**config.mk**
```make
export PLATFORM = sky130hd
export DESIGN_NAME = seg7_scan
export DESIGN_NICKNAME = d
export VERILOG_FILES = /design/src/rtl/seg7_scan.sv
export SDC_FILE = /design/constraint.sdc
export NUM_CORES = 1
export LEC_CHECK = 0
export ABC_AREA = 0
export CAP_MARGIN = 25
export CORE_ASPECT_RATIO = 1.25
export CORE_MARGIN = 3
export CORE_UTILIZATION = 45
export CTS_BUF_LIST = sky130_fd_sc_hd__clkbuf_16
export CTS_CLUSTER_SIZE = 14
export DETAILED_ROUTE_END_ITERATION = 16
export PLACE_DENSITY_LB_ADDON = 0.05
export SYNTH_ARGS = -nofsm -noshare
export SYNTH_HDL_FRONTEND = slang
export SYNTH_SLANG_ARGS = --single-unit
```
**constraint.sdc**
```tcl
create_clock -name clk -period 3.1 [get_ports clk]
set_input_delay 0.31 -clock clk [delete_from_list [all_inputs] [get_ports clk]]
set_output_delay 0.31 -clock clk [all_outputs]
set_load 0.01 [all_outputs]
```
**src/rtl/seg7_scan.sv**
```systemverilog
// Four-digit common-anode 7-segment scanner for the HH.MM / MM.SS clock display,
// with leading-zero hour blanking and blinking of the field under adjustment.
module seg7_scan #(
  parameter int unsigned SCAN_DIV    = 12500,
  parameter int unsigned BLINK_SCANS = 1000
) (
  input  logic       clk,
  input  logic       cr,
  input  logic [3:0] bcd_su,
  input  logic [3:0] bcd_st,
  input  logic [3:0] bcd_mu,
  input  logic [3:0] bcd_mt,
  input  logic [3:0] bcd_hu,
  input  logic [3:0] bcd_ht,
  input  logic       page,
  input  logic       adjust,
  input  logic       min_hour,
  output logic [3:0] an,
  output logic [6:0] seg,
  output logic       dp
);

  localparam int unsigned DW = (SCAN_DIV    > 1) ? $clog2(SCAN_DIV)    : 1;
  localparam int unsigned BW = (BLINK_SCANS > 1) ? $clog2(BLINK_SCANS) : 1;

  logic [DW-1:0] r_div_cnt;
  logic [1:0]    r_idx;
  logic [BW-1:0] r_blink_cnt;
  logic          r_blink_ph;
  logic [3:0]    r_an;
  logic [6:0]    r_seg;
  logic          r_dp;

  logic          w_tick;
  logic          w_blink_wrap;
  logic [1:0]    w_idx_nxt;
  logic [3:0]    w_digit;
  logic [6:0]    w_dec;
  logic          w_lead_blank;
  logic          w_blink_blank;
  logic [6:0]    w_seg_nxt;

  assign w_tick       = (r_div_cnt == DW'(SCAN_DIV - 1));
  assign w_blink_wrap = (r_blink_cnt == BW'(BLINK_SCANS - 1));
  assign w_idx_nxt    = 2'(r_idx + 2'd1);

  // Everything below selects for the slot about to start, so it is latched on the tick.
  always_comb begin
    w_digit = '0;
    unique case ({page, w_idx_nxt})
      3'b0_00: w_digit = bcd_mu;
      3'b0_01: w_digit = bcd_mt;
      3'b0_10: w_digit = bcd_hu;
      3'b0_11: w_digit = bcd_ht;
      3'b1_00: w_digit = bcd_su;
      3'b1_01: w_digit = bcd_st;
      3'b1_10: w_digit = bcd_mu;
      3'b1_11: w_digit = bcd_mt;
      default: w_digit = '0;
    endcase
  end

  always_comb begin
    w_dec = 7'b0111111;
    case (w_digit)
      4'd0: w_dec = 7'b1000000;
      4'd1: w_dec = 7'b1111001;
      4'd2: w_dec = 7'b0100100;
      4'd3: w_dec = 7'b0110000;
      4'd4: w_dec = 7'b0011001;
      4'd5: w_dec = 7'b0010010;
      4'd6: w_dec = 7'b0000010;
      4'd7: w_dec = 7'b1111000;
      4'd8: w_dec = 7'b0000000;
      4'd9: w_dec = 7'b0010000;
      default: w_dec = 7'b0111111;
    endcase
  end

  always_comb begin
    w_lead_blank  = !page && (w_idx_nxt == 2'd3) && (bcd_ht == 4'd0);
    w_blink_blank = 1'b0;
    if (adjust && r_blink_ph) begin
      if (min_hour) w_blink_blank = page ? w_idx_nxt[1] : !w_idx_nxt[1];
      else          w_blink_blank = !page && w_idx_nxt[1];
    end
    w_seg_nxt = (w_blink_blank || w_lead_blank) ? '1 : w_dec;
  end

  always_ff @(posedge clk) begin
    if (cr) begin
      r_div_cnt   <= '0;
      r_idx       <= '0;
      r_blink_cnt <= '0;
      r_blink_ph  <= 1'b0;
      r_an        <= '1;
      r_seg       <= '1;
      r_dp        <= 1'b1;
    end else if (w_tick) begin
      r_div_cnt <= '0;
      r_idx     <= w_idx_nxt;
      r_an      <= ~(4'b0001 << w_idx_nxt);
      r_seg     <= w_seg_nxt;
      r_dp      <= (w_idx_nxt != 2'd2);
      if (w_blink_wrap) begin
        r_blink_cnt <= '0;
        r_blink_ph  <= ~r_blink_ph;
      end else begin
        r_blink_cnt <= BW'(r_blink_cnt + 1'b1);
      end
    end else begin
      r_div_cnt <= DW'(r_div_cnt + 1'b1);
    end
  end

  assign an  = r_an;
  assign seg = r_seg;
  assign dp  = r_dp;

endmodule
```
==> impl_table.tex <==
\begin{tabular}{lr}
\hline
Metric & Value \\
\hline
\multicolumn{2}{l}{\textbf{STA}} \\
Endpoints failing setup & 0 \\
Highest clock frequency the design can meet & 0.3688 GHz \\
Setup repair after global routing missed its margin & no \\
Final worst path period share & 0.8748 \\
Setup TNS & 0 ns \\
Worst rel slew slack & 0.5717 \\
Worst setup skew after layout & 0.004908 ns \\
Fin. Hold Viols & 0 \\
Final Critical Period & 2.712 ns \\
Pins over their slew limit & 0 \\
Worst Tran Pin Value & 0.6425 ns \\
\multicolumn{2}{l}{\textbf{Logic synthesis}} \\
Count of yosys warnings during synthesis & 0 \\
Async set-reset flop share out of synthesis & 0 \\
Net count after synthesis & 276 \\
Primary flip-flop cell chosen by synthesis mapping & sky130\_fd\_sc\_hd\_\_dfxtp\_1 \\
Average size of a mapped cell & 8.289 um\^{}2 \\
Number of flip-flops and latches in the synthesized netlist & 38 \\
Mapped Cells & 237 \\
Number of synthesized flops with an enable pin & 0 \\
Count of distinct cell types in the synthesized netlist & 39 \\
Share of the yosys chip area belonging to registers & 0.3873 \\
Netlist area before placement & between 1500 and 2000 um\^{}2 \\
\multicolumn{2}{l}{\textbf{GRT}} \\
Vias in the first global route & 1729 \\
Number of antenna violations at the first check in global routing & 0 \\
Grt ovf & 0 \\
First-pass GRT wire length & 7.534 mm \\
Global-route total usage across every layer & 0.1820 \\
Maximum number of pins on one net before global-route repair & 17 \\
\multicolumn{2}{l}{\textbf{Layout}} \\
Storage element area & 760.7 um\^{}2 \\
Diode insertion count for antenna repair & 0 \\
Multi-input logic area & 1129 um\^{}2 \\
Share of post-route cells with drive strength above 1 & 0.07857 \\
Fill cells & 372 \\
Layout Nets & between 300 and 400 \\
Synthesis-to-finish area growth & 32.23\% \\
Final core utilization & 0.6287 \\
\multicolumn{2}{l}{\textbf{Drt}} \\
Via/cell ratio & 5.241 \\
Mean routed wirelength per cell & 12.83 um \\
Number of DRC violations after detailed routing & 0 \\
Starting DRC count in detailed routing & 92 \\
Number of detailed-routing iterations run before antenna repair & 4 \\
Total wire length & around 4.3 mm \\
Via count & 1761 \\
Post-route ant nets & 0 \\
\multicolumn{2}{l}{\textbf{Place}} \\
GP Congestion & 0.8471 \\
Port Buffers & 40 \\
Detailed placement HPWL & 3.274 mm \\
\multicolumn{2}{l}{\textbf{Floorplan}} \\
Die width & 65.10 um \\
Core area & around 4100 um\^{}2 \\
Effective utilization at floorplan & 0.4755 \\
Full die area & 5199 um\^{}2 \\
Top-Level Pins & 41 \\
Vertical extent of the die & approximately 80 um \\
Standard-cell rows & 26 \\
\multicolumn{2}{l}{\textbf{Critical path}} \\
Crit path arrival time & 2.92 ns \\
Number of cell instances on the worst register-to-register path & 6 \\
Required time at the worst-slack endpoint & 3.31 ns \\
CP max FO & 14 \\
Crit. End Element & flop \\
Startpoint-to-endpoint class of the critical path & flop to flop \\
Worst reg-to-reg setup slack & slightly below 0.4 ns \\
Crit start category & flop \\
\multicolumn{2}{l}{\textbf{Power and ir drop}} \\
Leakage component of the power & 0.9869 nW \\
Maximum vdd ir drop & just over 0.3 mV \\
Power per cell area & about 450 nW/um\^{}2 \\
\multicolumn{2}{l}{\textbf{Run status}} \\
Outcome & finished clean \\
\multicolumn{2}{l}{\textbf{Min path}} \\
Hold depth & 1 \\
Hold Crit Class & flop to flop \\
\multicolumn{2}{l}{\textbf{CTS}} \\
Clock Tree Root & sky130\_fd\_sc\_hd\_\_clkbuf\_16 \\
Clock buffers created by TritonCTS & 5 \\
Clock tree from TritonCTS & yes \\
Post-cts resize count & 0 \\
Number of H-tree branching levels & 2 \\
Clock insertion delay at the later pin of the skew report & 0.28 ns \\
Clock edge transition at the registers on the reported setup and hold paths & $\sim$0.06 ns \\
Total of hold buffers inserted after clock tree synthesis & 0 \\
Buffer depth of the longest clock path & 2 \\
Sink Count & 38 \\
Total setup buffers inserted after CTS & 0 \\
\multicolumn{2}{l}{\textbf{Run}} \\
Number of maximum-capacitance constraint violations & 0 \\
\hline
\end{tabular}
==> layout make-up <==
type                       count  share of cell area
multi-input combinational    180              0.4345
sequential                    38              0.2929
timing repair buffer          44              0.1657
clock buffer                   5             0.04817
tap                           56             0.02697
clock inverter                 3             0.01734
inverter                      10             0.01445
==> synthesized netlist by cell type (all sizes together), types with 2 or more instances <==
library cell	count	area share
nand2b	3	0.0096
nor2	49	0.094
inv	10	0.019
nor3	4	0.010
nand2	22	0.042
a22o	4	0.018
a211o	4	0.018
nand3	10	0.025
nor4	3	0.013
a22oi	5	0.019
ha	10	0.064
dfxtp	38	0.39
o21ai	2	0.0051
xor2	13	0.058
mux2	3	0.017
a31oi	3	0.0096
xnor2	9	0.040
o22ai	2	0.0064
a21oi	9	0.023
or4	3	0.017
and3	2	0.0064
clkbuf	8	0.015
or2	3	0.0096
nand4	4	0.013
==> cells by family after synthesis <==
group,count (synthesis),synth area share
fa+ha+maj,10,0.06369
buf+inv,19,0.03822
simple gates,106,0.2510
xor+xnor,22,0.09809
flops,38,0.3873
mux,3,0.01720
compound gates,39,0.1446
==> power by group <==
group          leakage, nW  total [mW]  internal [mW]  switching [mW]
logic                0.604      0.0933         0.0527          0.0406
registers            0.307       0.494          0.492         0.00253
clock network       0.0760       0.573          0.379           0.194
total                0.987        1.16          0.923           0.237
==> worst max-delay path, stage by stage, from the launching register on <==
cell	delay [ns]
sky130_fd_sc_hd__dfxtp_1	0.35
sky130_fd_sc_hd__ha_1	0.22
sky130_fd_sc_hd__or4b_1	0.49
sky130_fd_sc_hd__or4_4	0.53
sky130_fd_sc_hd__or4_4	0.57
sky130_fd_sc_hd__or3_1	0.33
sky130_fd_sc_hd__a21oi_1	0.15
==> per-layer routing <==
layer / GRT usage / wire (um) / vias to the layer above
met2: 0.3112 / 2060 / 27
li1: - / - / 905
met4: 0.07054 / 62 / 0
met3: 0.04789 / 165 / 7
met5: 0 / 0 / -
met1: 0.2158 / 2023 / 822
==> state kept, by name, indices dropped and copies added (netlist names) <==
name	cells
r_blink_cnt	10
dp	1
r_blink_ph	1
r_idx	2
r_div_cnt	14
an	3
seg	7
==> cell usage in the layout, fill, tap and decap left out, types with 5 or more instances in the layout <==
cell type and instances:
sky130_fd_sc_hd__nor2_1 49, sky130_fd_sc_hd__nand3_1 10, sky130_fd_sc_hd__a22oi_1 5, sky130_fd_sc_hd__clkbuf_16 5, sky130_fd_sc_hd__xor2_1 13, sky130_fd_sc_hd__inv_1 10
sky130_fd_sc_hd__nand2_1 22, sky130_fd_sc_hd__a21oi_1 9, sky130_fd_sc_hd__ha_1 10, sky130_fd_sc_hd__xnor2_1 9, sky130_fd_sc_hd__clkdlybuf4s50_1 40, sky130_fd_sc_hd__dfxtp_1 38
==> through the flow <==
stage	setup slack [ns]	hold WS [ns]	power [mW]	cell area [um^2]	std cells
2_1_floorplan	0.6037	0.4175	0.5487	1964	237
3_3_place_gp	0.4435	0.4323	0.5982	2427	328
3_5_place_dp	0.3785	0.4381	0.5974	2427	328
4_1_cts	0.3716	0.4513	1.176	2597	336
5_1_grt	0.2098	0.4933	1.204	2597	336
6_report	0.3883	0.4445	1.160	2597	336
==> worst paths after layout <==
| check | start | endpoint |
|---|---|---|
| max | r_div_cnt[0] | r_blink_cnt[7] |
| min | r_div_cnt[0] | r_div_cnt[0] |
| max reg2reg | r_div_cnt[0] | r_blink_cnt[7] |
| min reg2reg | r_div_cnt[0] | r_div_cnt[0] |
Note: power is estimated with default switching activity, not from simulation.
